[src/rtl/instr_fetch.sv]
// Instruction-fetch stage: owns the PC, reads the instruction memory combinationally
// and captures the result into the IF/ID register, with stall, redirect/flush and halt.
module instr_fetch #(
  parameter int unsigned     AW       = 32,
  parameter int unsigned     DW       = 32,
  parameter logic [AW-1:0]   PC_RESET = AW'(32'd0),
  parameter logic [AW-1:0]   PC_LAST  = AW'(32'd1023),
  parameter int unsigned     CW       = 16
) (
  input  logic          clk,
  input  logic          rst,
  input  logic          fetch_en,
  input  logic          stall,
  input  logic          redirect,
  input  logic [AW-1:0] redirect_pc,
  output logic [AW-1:0] imem_addr,
  input  logic [DW-1:0] imem_data,
  output logic [DW-1:0] if_id_instr,
  output logic [AW-1:0] if_id_pc,
  output logic          if_id_valid,
  output logic          halted,
  output logic [CW-1:0] fetch_count
);

  typedef enum logic [1:0] {
    IDLE  = 2'd0,
    FETCH = 2'd1,
    HALT  = 2'd2
  } state_t;

  localparam logic [AW-1:0] PC_ONE  = {{(AW-1){1'b0}}, 1'b1};
  localparam logic [CW-1:0] CNT_ONE = {{(CW-1){1'b0}}, 1'b1};
  localparam logic [CW-1:0] CNT_MAX = {CW{1'b1}};

  state_t        state_r, state_n_s;
  logic [AW-1:0] pc_r, pc_n_s;
  logic [DW-1:0] instr_r, instr_n_s;
  logic [AW-1:0] ipc_r, ipc_n_s;
  logic          valid_r, valid_n_s;
  logic          halted_r;
  logic [CW-1:0] count_r, count_n_s;

  // State and pipeline registers; reset overrides every other input.
  always_ff @(posedge clk) begin
    if (rst) begin
      state_r  <= IDLE;
      pc_r     <= PC_RESET;
      instr_r  <= {DW{1'b0}};
      ipc_r    <= {AW{1'b0}};
      valid_r  <= 1'b0;
      halted_r <= 1'b0;
      count_r  <= {CW{1'b0}};
    end else begin
      state_r  <= state_n_s;
      pc_r     <= pc_n_s;
      instr_r  <= instr_n_s;
      ipc_r    <= ipc_n_s;
      valid_r  <= valid_n_s;
      halted_r <= (state_n_s == HALT);
      count_r  <= count_n_s;
    end
  end

  // Next-state, PC and IF/ID update logic.
  always_comb begin
    state_n_s = state_r;
    pc_n_s    = pc_r;
    instr_n_s = instr_r;
    ipc_n_s   = ipc_r;
    valid_n_s = valid_r;
    count_n_s = count_r;
    case (state_r)
      IDLE: begin
        if (!stall) valid_n_s = 1'b0;
        else        valid_n_s = valid_r;
        if (redirect)      pc_n_s    = redirect_pc;
        else if (fetch_en) state_n_s = FETCH;
        else               state_n_s = IDLE;
      end
      FETCH: begin
        if (redirect) begin
          // Redirect beats a stall: the stalled instruction is discarded.
          pc_n_s    = redirect_pc;
          valid_n_s = 1'b0;
          if (redirect_pc > PC_LAST) state_n_s = HALT;
          else                       state_n_s = FETCH;
        end else if (!fetch_en) begin
          state_n_s = IDLE;
          if (!stall) valid_n_s = 1'b0;
          else        valid_n_s = valid_r;
        end else if (stall) begin
          valid_n_s = valid_r;
        end else begin
          instr_n_s = imem_data;
          ipc_n_s   = pc_r;
          valid_n_s = 1'b1;
          if (count_r != CNT_MAX) count_n_s = count_r + CNT_ONE;
          else                    count_n_s = count_r;
          if (pc_r == PC_LAST) state_n_s = HALT;
          else                 pc_n_s    = pc_r + PC_ONE;
        end
      end
      HALT: begin
        if (!stall) valid_n_s = 1'b0;
        else        valid_n_s = valid_r;
        if (redirect) begin
          pc_n_s = redirect_pc;
          if (redirect_pc > PC_LAST) begin
            state_n_s = HALT;
          end else begin
            state_n_s = FETCH;
            valid_n_s = 1'b0;
          end
        end else begin
          state_n_s = HALT;
        end
      end
      default: begin
        state_n_s = IDLE;
      end
    endcase
  end

  assign imem_addr   = pc_r;
  assign if_id_instr = instr_r;
  assign if_id_pc    = ipc_r;
  assign if_id_valid = valid_r;
  assign halted      = halted_r;
  assign fetch_count = count_r;

endmodule

[config.mk]
export PLATFORM = sky130hd
export DESIGN_NAME = instr_fetch
export DESIGN_NICKNAME = d
export VERILOG_FILES = /design/src/rtl/instr_fetch.sv
export SDC_FILE = /design/constraint.sdc
export NUM_CORES = 1
export LEC_CHECK = 0
export ABC_AREA = 1
export CAP_MARGIN = 20
export CORE_AREA = 2 2 105 107
export CTS_CLUSTER_SIZE = 25
export DETAILED_ROUTE_END_ITERATION = 8
export DIE_AREA = 0 0 107 109
export DONT_BUFFER_PORTS = 1
export HOLD_SLACK_MARGIN = 0.08
export MAX_ROUTING_LAYER = met4
export PLACE_DENSITY = 0.75
export SYNTH_ARGS = -nofsm -noshare
export SYNTH_HDL_FRONTEND = slang
export SYNTH_SLANG_ARGS = --single-unit
[constraint.sdc]
create_clock -name clk -period 1.9 [get_ports clk]
set_clock_uncertainty 0.15 [all_clocks]
set_input_delay 0.19 -clock clk [delete_from_list [all_inputs] [get_ports clk]]
set_output_delay 0.19 -clock clk [all_outputs]
set_load 0.01 [all_outputs]
==> reports/metrics.csv, run 1 <==
stage,metric,value,unit
sta,"Hold Vio Cnt, Final",22,
placed_design,Final GP Congestion,0.975,
power_and_ir_drop,Lkg Pwr,0.00344,uW
detailed_routing,Vias per Instance,5.68,
global_route,first-pass GRT wire length,30100,um
hold_path,HP Class,input port to flop,
setup_path,"Cell Chain, Critical Path","ha_4, nand2_4, inv_1, nand3_2, buf_4, nor2_2, nand2_1, nand3_1, o21ai_0, nand2_2, nand2_1, nor2_1",
sta,worst hold slack,-423,ps
final_layout,Antenna Cells,0,
setup_path,CP Class,flop to flop,
final_layout,share of cells above drive strength 1,19.6,%
setup_path,Crit path max-delay family,simple AND/OR/NAND/NOR gates,
synthesis,yosys warns,0,
detailed_routing,Via Count,6793,
placed_design,IO buf count,0,
floorplan,Die Span X,107,um
global_route,Total Routing Usage GR,34.1,%
detailed_routing,number of DRC markers in iteration 0,684,
floorplan,Placeable Area,10600,sq um
detailed_routing,final wirelength,21100,um
setup_path,critical path's largest stage delay,350,ps
clock_tree,deepest clock path buffer count,2,
final_layout,fillers,727,
setup_path,worst-path fanout max,3,
synthesis,Syn Std Cell Area,5940,sq um
power_and_ir_drop,Pwr Total,7360,uW
setup_path,WP data arrival,2230,ps
final_layout,cell area after layout,8270,sq um
sta,Final Cycle Share,101,%
placed_design,Placed Area,6660,sq um
detailed_routing,Post-DRT Antenna Nets,0,
sta,final setup fails,3,
placed_design,HPWL Detailed,12900,um
synthesis,number of synthesized flops with an enable pin,0,
setup_path,Reg2Reg Setup Slack,-20,ps
synthesis,Synth Net Count,981,
clock_tree,CTS Root Cell,clkbuf_8,
synthesis,"Seq/Total Area, Yosys",39.1,%
synthesis,Async SR Flop Fraction,0,%
sta,fmax,522,MHz
setup_path,Crit path buffers/inverters,2,
outcome,failing checks,"hold timing, setup timing",
global_route,vias in the first global route,6094,
sta,Final Max Slew Viols,0,
power_and_ir_drop,Clk pwr share,47.0,%
synthesis,Synth Register Bits,116,
hold_path,worst hold stages,1,
global_route,largest net degree at the start of global routing,66,
power_and_ir_drop,P_sw,1980,uW
power_and_ir_drop,sequential power share,36.3,%
floorplan,Die Area,11700,sq um
clock_tree,Hold Buf Count CTS,64,
floorplan,FP Rows,38,
power_and_ir_drop,P per Cell Area,890,nW/um^2
final_layout,Area growth syn-to-layout,39.2,%
synthesis,"Primary FF master, synth",dfxtp_1,
clock_tree,Sink Count,116,
setup_path,CP most frequent cell,nand2_1,
final_layout,Final #Nets,1119,
power_and_ir_drop,Sw Ratio,26.9,%
synthesis,Netlist cell types,38,
detailed_routing,First-pass DRT Iterations,6,
floorplan,Die H,109,um
sta,Tmin final,1920,ps
clock_tree,H-tree Lvls,4,
hold_path,min-delay src,rst,
sta,Rel. slew slack,34.2,%
run,max-cap violation count,0,
power_and_ir_drop,Int Pwr,5380,uW
sta,Slew @ Worst Pin,984,ps
power_and_ir_drop,combinational share of power,16.7,%
synthesis,cell count after synthesis,906,
floorplan,I/O pin count,183,
clock_tree,CTS tree,yes,
setup_path,CP max-delay cell,dfxtp_2,
sta,final setup TNS,-29.0,ps
setup_path,Crit. End Element,flop,
clock_tree,TritonCTS Buffers,17,
setup_path,startpoint types,flop,
outcome,status,finished with violations,
detailed_routing,Remaining DRCs,0,
setup_path,R2R Path Start,imem_addr[0]$_SDFFE_PP0P_,
setup_path,r2r endpoint,imem_addr[14]$_SDFFE_PP0P_,
detailed_routing,WL/cell,17.7,um
setup_path,Worst EP required,2210,ps
hold_path,worst hold endpoint,imem_addr[21]$_SDFFE_PP0P_,
setup_path,Worst R2R Path Depth,12,
global_route,initial antenna violation count,0,
synthesis,Avg Inst Size Synth,6.56,sq um
sta,Final WS setup,-16.4,ps
global_route,total congestion overflow,0,
power_and_ir_drop,Max IR drop VDD,0.609,mV
clock_tree,"Clk pin slew, worst setup/hold paths",60,ps
final_layout,"Core Util, Final",78.0,%
clock_tree,Worst-Skew Late Latency,520,ps
sta,RSZ-0062 raised after global routing,true,
floorplan,Initial Util,56.0,%
[placed cells by master, fill, tap and decap left out, types with 3 or more instances in the layout]
cell type and n:
or2_2 5, nand3_1 40, xor2_1 13, nand4_1 19
a21oi_1 61, dfxtp_1 104, inv_1 60, nor3_1 8
nand2_4 4, nor2_4 6, xnor2_1 5, nor2_2 16
inv_2 12, dlygate4sd3_1 64, nand2_2 12, nand3b_1 6
nand3_2 3, buf_12 7, nand2_1 189, clkinv_2 4
inv_6 3, dfxtp_2 12, o21ai_0 84, clkbuf_16 21
buf_4 79, ha_1 3, nor2_1 177, o21ai_1 6
bufinv_16 5
[final cells by class]
cell class	count	area [sq um]	share of cell area, %
clock buffer	19	432	5.22
clock inverter	13	204	2.47
inverter	75	299	3.62
multi-input combinational	676	3280	39.7
sequential	116	2340	28.3
tap	140	175	2.12
timing repair buffer	158	1540	18.6
[Yosys cell counts, types with 2 or more instances]
| cell type | number | area, sq um |
|---|---|---|
| a21oi_1 | 62 | 310 |
| buf_2 | 11 | 55.1 |
| buf_6 | 5 | 56.3 |
| clkbuf_1 | 21 | 78.8 |
| clkinv_1 | 2 | 7.51 |
| dfxtp_1 | 116 | 2320 |
| ha_1 | 6 | 75.1 |
| inv_1 | 66 | 248 |
| inv_2 | 6 | 22.5 |
| nand2_1 | 200 | 751 |
| nand2_2 | 4 | 25.0 |
| nand3_1 | 41 | 205 |
| nand3_2 | 3 | 30.0 |
| nand3b_1 | 6 | 45.0 |
| nand4_1 | 19 | 119 |
| nor2_1 | 195 | 732 |
| nor2_2 | 2 | 12.5 |
| nor2_4 | 2 | 22.5 |
| nor3_1 | 8 | 40.0 |
| nor4_1 | 3 | 18.8 |
| o21ai_0 | 87 | 435 |
| o21ai_1 | 4 | 20.0 |
| o22ai_1 | 2 | 12.5 |
| or2_2 | 5 | 31.3 |
| xnor2_1 | 5 | 43.8 |
| xor2_1 | 13 | 114 |
[worst max-delay path by stage]
stage / cells past startpoint / startpoint / slack [ps] / to
after floorplan: 13 / imem_addr[1]$_SDFFE_PP0P_ / 30 / imem_addr[0]$_SDFFE_PP0P_
after global placement: 11 / state_r[0]$_SDFF_PP0_ / 50 / imem_addr[17]$_SDFFE_PP0P_
after detailed placement: 11 / imem_addr[7]$_SDFFE_PP0P_ / 30 / imem_addr[25]$_SDFFE_PP0P_
after CTS: 12 / imem_addr[21]$_SDFFE_PP0P_ / 0.2 / imem_addr[25]$_SDFFE_PP0P_
after global routing: 12 / imem_addr[0]$_SDFFE_PP0P_ / -130 / imem_addr[14]$_SDFFE_PP0P_
final: 12 / imem_addr[0]$_SDFFE_PP0P_ / -20 / imem_addr[14]$_SDFFE_PP0P_
[power groups by stage]
| stage | sequential, uW | clock, uW | combinational (uW) |
|---|---|---|---|
| 3_5_place_dp | 2700 | 0 | 968 |
| 4_1_cts | 2650 | 3480 | 1090 |
| 3_3_place_gp | 2700 | 0 | 956 |
| 2_1_floorplan | 2760 | 0 | 524 |
| 5_1_grt | 2680 | 3610 | 1330 |
| 6_report | 2670 | 3460 | 1230 |
[layer usage]
metal	global-route usage (%)	vias up	wire length, um
met2	55.0	448	9970
met5	-	-	0
met4	15.2	0	835
met1	40.1	3070	8150
li1	-	3197	-
met3	8.97	78	2190
[flip-flops by register name, summed over array words and instances, names as in the netlist]
signal / cells
if_id_instr: 32
if_id_pc: 32
imem_addr: 32
fetch_count: 16
state_r: 2
halted: 1
if_id_valid: 1
[stage by stage]
| step | std cells | worst slack, ps |
|---|---|---|
| 2_1_floorplan | 906 | 29.2 |
| 3_3_place_gp | 1094 | 51.4 |
| 3_5_place_dp | 1094 | 28.4 |
| 4_1_cts | 1190 | 0.226 |
| 5_1_grt | 1197 | -127 |
| 6_report | 1197 | -16.4 |
[timing repair]
action,CTS,global route
setup endpoints to repair,0,76
setup buffers,0,2
endpoints found under the hold margin,97,22
gates resized for setup,0,79
[logic make-up after synthesis]
kind of cell	count (synthesis)	synth area share, %
fa+ha+maj	6	1.26
simple gates	492	35.0
xor+xnor	18	2.65
flops	116	39.1
compound gates	159	13.7
buf+inv	114	8.17
mux	1	0.169
(Power assumes the default switching activity.)
==> run 2, diff against run 1 <==
Settings changed: CORE_AREA 2 2 105 107 to 2 2 144 146, CTS_CLUSTER_SIZE 25 to not set, DIE_AREA 0 0 107 109 to 0 0 146 148, PLACE_DENSITY 0.75 to not set.
Clock period 1.9 ns to 2.03 ns, I/O delays scaled along.
==> run 2 against run 1 <==
Net effect: the flow now finishes without violations; global-route usage shrank 14 points; critical path depth shrank 4; die area grew 85%; count of clock-buffer cells in the layout grew 1; combinational power shrank 9%; clock power shrank 16%; cell count grew 10%; via count shrank 5.8%; highest routed layer unchanged.
==> reports/metrics.csv, run 2 (synthesized netlist as in run 1, its figures left out) <==
stage,metric,value,unit,change
floorplan,Die Area,21600,sq um,+85%
detailed_routing,Via Count,6398,,-5.8%
final_layout,share of cells above drive strength 1,14.9,%,-4.6 points
final_layout,most frequent cells in the layout,"nand2_1, nor2_1, dfxtp_1",,
final_layout,Antenna Cells,0,,unchanged
setup_path,CP most frequent cell,nor2_1,,
floorplan,Die Span X,146,um,+36%
placed_design,IO buf count,0,,unchanged
clock_tree,CTS tree,yes,,
power_and_ir_drop,P_sw,1860,uW,-5.8%
clock_tree,"Clk pin slew, worst setup/hold paths",60,ps,about the same
setup_path,CP Class,flop to flop,,
sta,Slew @ Worst Pin,589,ps,-395 ps
setup_path,Crit. End Element,flop,,
sta,fmax,519,MHz,-0.52%
detailed_routing,number of DRC markers in iteration 0,447,,-35%
power_and_ir_drop,combinational share of power,17.1,%,+0.4 points
final_layout,Finished Layout Cells,1321,,+10%
clock_tree,Worst-Skew Late Latency,410,ps,-110 ps
sta,RSZ-0062 raised after global routing,true,,
setup_path,r2r endpoint,imem_addr[24]$_SDFFE_PP0P_,,
global_route,initial antenna violation count,0,,unchanged
global_route,Total Routing Usage GR,20.3,%,-14 points
final_layout,"Core Util, Final",40.8,%,-37 points
sta,Final Max Slew Viols,0,,unchanged
setup_path,startpoint types,flop,,
setup_path,Reg2Reg Setup Slack,100,ps,+120 ps
setup_path,Crit path max-delay family,simple AND/OR/NAND/NOR gates,,
final_layout,Final #Nets,1114,,-0.45%
floorplan,Initial Util,29.6,%,-26 points
sta,worst hold slack,94.9,ps,+518 ps
global_route,vias in the first global route,6063,,-0.51%
power_and_ir_drop,Sw Ratio,28.5,%,+1.7 points
setup_path,CP max-delay cell,dfxtp_1,,
final_layout,"most common cell after layout, fill and taps aside",nand2_1,,
hold_path,min-delay src,redirect,,
power_and_ir_drop,sequential power share,38.1,%,+1.8 points
floorplan,Die H,148,um,+36%
power_and_ir_drop,P per Cell Area,799,nW/um^2,-10%
floorplan,Placeable Area,20000,sq um,+89%
setup_path,critical path's largest stage delay,490,ps,+140 ps
setup_path,R2R Path Start,imem_addr[11]$_SDFFE_PP0P_,,
outcome,status,"complete, no violations",,
setup_path,worst-path fanout max,6,,+3
hold_path,worst hold stages,5,,+4
sta,"Hold Vio Cnt, Final",0,,-100%
detailed_routing,WL/cell,16.5,um,-6.4%
hold_path,HP Class,input port to flop,,
power_and_ir_drop,Pwr Total,6530,uW,-11%
detailed_routing,Remaining DRCs,0,,unchanged
detailed_routing,Vias per Instance,4.84,,-15%
setup_path,"Cell Chain, Critical Path","nand2_1, nor2_1, nand3_4, nor2_4, buf_4, nand4_1, a21oi_1, nor2_1",,
sta,final setup fails,0,,-3
sta,Tmin final,1930,ps,+9.95 ps
placed_design,Final GP Congestion,0.960,,-1.6%
setup_path,Crit path buffers/inverters,1,,-1
clock_tree,H-tree Lvls,4,,unchanged
setup_path,Worst R2R Path Depth,8,,-4
setup_path,Worst EP required,2180,ps,-30 ps
power_and_ir_drop,Int Pwr,4670,uW,-13%
floorplan,FP Rows,52,,+37%
power_and_ir_drop,Clk pwr share,44.8,%,-2.2 points
placed_design,HPWL Detailed,15400,um,+19%
clock_tree,deepest clock path buffer count,2,,unchanged
setup_path,WP data arrival,2070,ps,-160 ps
final_layout,Area growth syn-to-layout,37.5,%,
detailed_routing,Post-DRT Antenna Nets,0,,unchanged
global_route,first-pass GRT wire length,33500,um,+11%
floorplan,I/O pin count,183,,unchanged
clock_tree,Sink Count,116,,unchanged
sta,Rel. slew slack,60.7,%,+27 points
sta,final setup TNS,0,ps,+29.0 ps
global_route,largest net degree at the start of global routing,63,,-4.5%
clock_tree,CTS Root Cell,clkbuf_16,,
sta,Final Cycle Share,94.9,%,-6.0 points
power_and_ir_drop,Lkg Pwr,0.00332,uW,-3.4%
power_and_ir_drop,Max IR drop VDD,0.644,mV,+5.8%
clock_tree,TritonCTS Buffers,17,,unchanged
run,max-cap violation count,0,,unchanged
detailed_routing,First-pass DRT Iterations,5,,-1
detailed_routing,final wirelength,21800,um,+3.3%
global_route,total congestion overflow,0,,unchanged
placed_design,# placed instances,1213,,+11%
hold_path,worst hold endpoint,if_id_instr[28]$_SDFFE_PP0P_,,
## run 2: changes by cell type in the layout (fill, tap and decap cells not counted), sizes merged
| cell | previous run | this run |
|---|---|---|
| inv | 76 | 74 |
| clkinvlp | 1 | 4 |
| dlygate4sd3 | 64 | 68 |
| buf | 89 | 82 |
| bufinv | 5 | 2 |
| clkbuf | 24 | 23 |
## run 2: worst max-delay path by stage
stage                             endpoint                        from  cells after the start
6_report        imem_addr[24]$_SDFFE_PP0P_  imem_addr[11]$_SDFFE_PP0P_                      8
4_1_cts         imem_addr[17]$_SDFFE_PP0P_       state_r[0]$_SDFF_PP0_                     10
3_3_place_gp    imem_addr[24]$_SDFFE_PP0P_       state_r[0]$_SDFF_PP0_                      9
3_5_place_dp   fetch_count[4]$_SDFFE_PP0P_       state_r[1]$_SDFF_PP0_                     11
5_1_grt         imem_addr[24]$_SDFFE_PP0P_   imem_addr[0]$_SDFFE_PP0P_                     13
2_1_floorplan    imem_addr[6]$_SDFFE_PP0P_   imem_addr[0]$_SDFFE_PP0P_                     13
## run 2: power by group through the flow
stage	Sequential [uW]	Clock, uW	Combinational [uW]
final	2490	2920	1120
after floorplan	2580	0	490
after global placement	2530	0	916
after detailed placement	2530	0	924
after global routing	2500	3090	1230
after CTS	2480	3010	1060
## run 2: layout make-up
cell class                 count  area (sq um)
fill                        2122         11900
multi-input combinational    676          3190
sequential                   116          2330
timing repair buffer         153          1450
clock buffer                  20           437
tap                          270           338
inverter                      75           297
clock inverter                11           130
## run 2: stage by stage
step                      cell area [sq um]  setup WS, ps
final                                  8170           104
after global routing                   8170         -28.2
after floorplan                        5940           126
after CTS                              7980          32.9
after global placement                 6710           126
after detailed placement               6710          71.3
## run 2: worst register-to-register path, cell delays in order (launching register included)
cell	delay (ps)
dfxtp_1	490
nand2_1	130
nor2_1	230
nand3_4	160
nor2_4	200
buf_4	130
nand4_1	70
a21oi_1	180
nor2_1	70
## run 2: routing by layer
metal | GRT usage, % | part of all wire [%] | up-vias
li1 | - | - | 3183
met1 | 25.1 | 44 | 2930
met2 | 32.1 | 46 | 268
met3 | 6.39 | 9.2 | 17
met4 | 5.49 | 1.4 | 0
met5 | - | 0 | -
## run 2: what timing repair did
action / in CTS / in global routing
endpoints found under the hold margin: 82 / 0
hold buffers: 69 / 0
gates resized for setup: 0 / 29
endpoints found under the setup margin: 0 / 66
buffers inserted: 0 / 5
==> run 3, diff against run 2 <==
Settings changed: CTS_CLUSTER_SIZE set to 25.
==> results of run 3 <==
The final DEF is identical to that of run 2; final timing and power are the same.
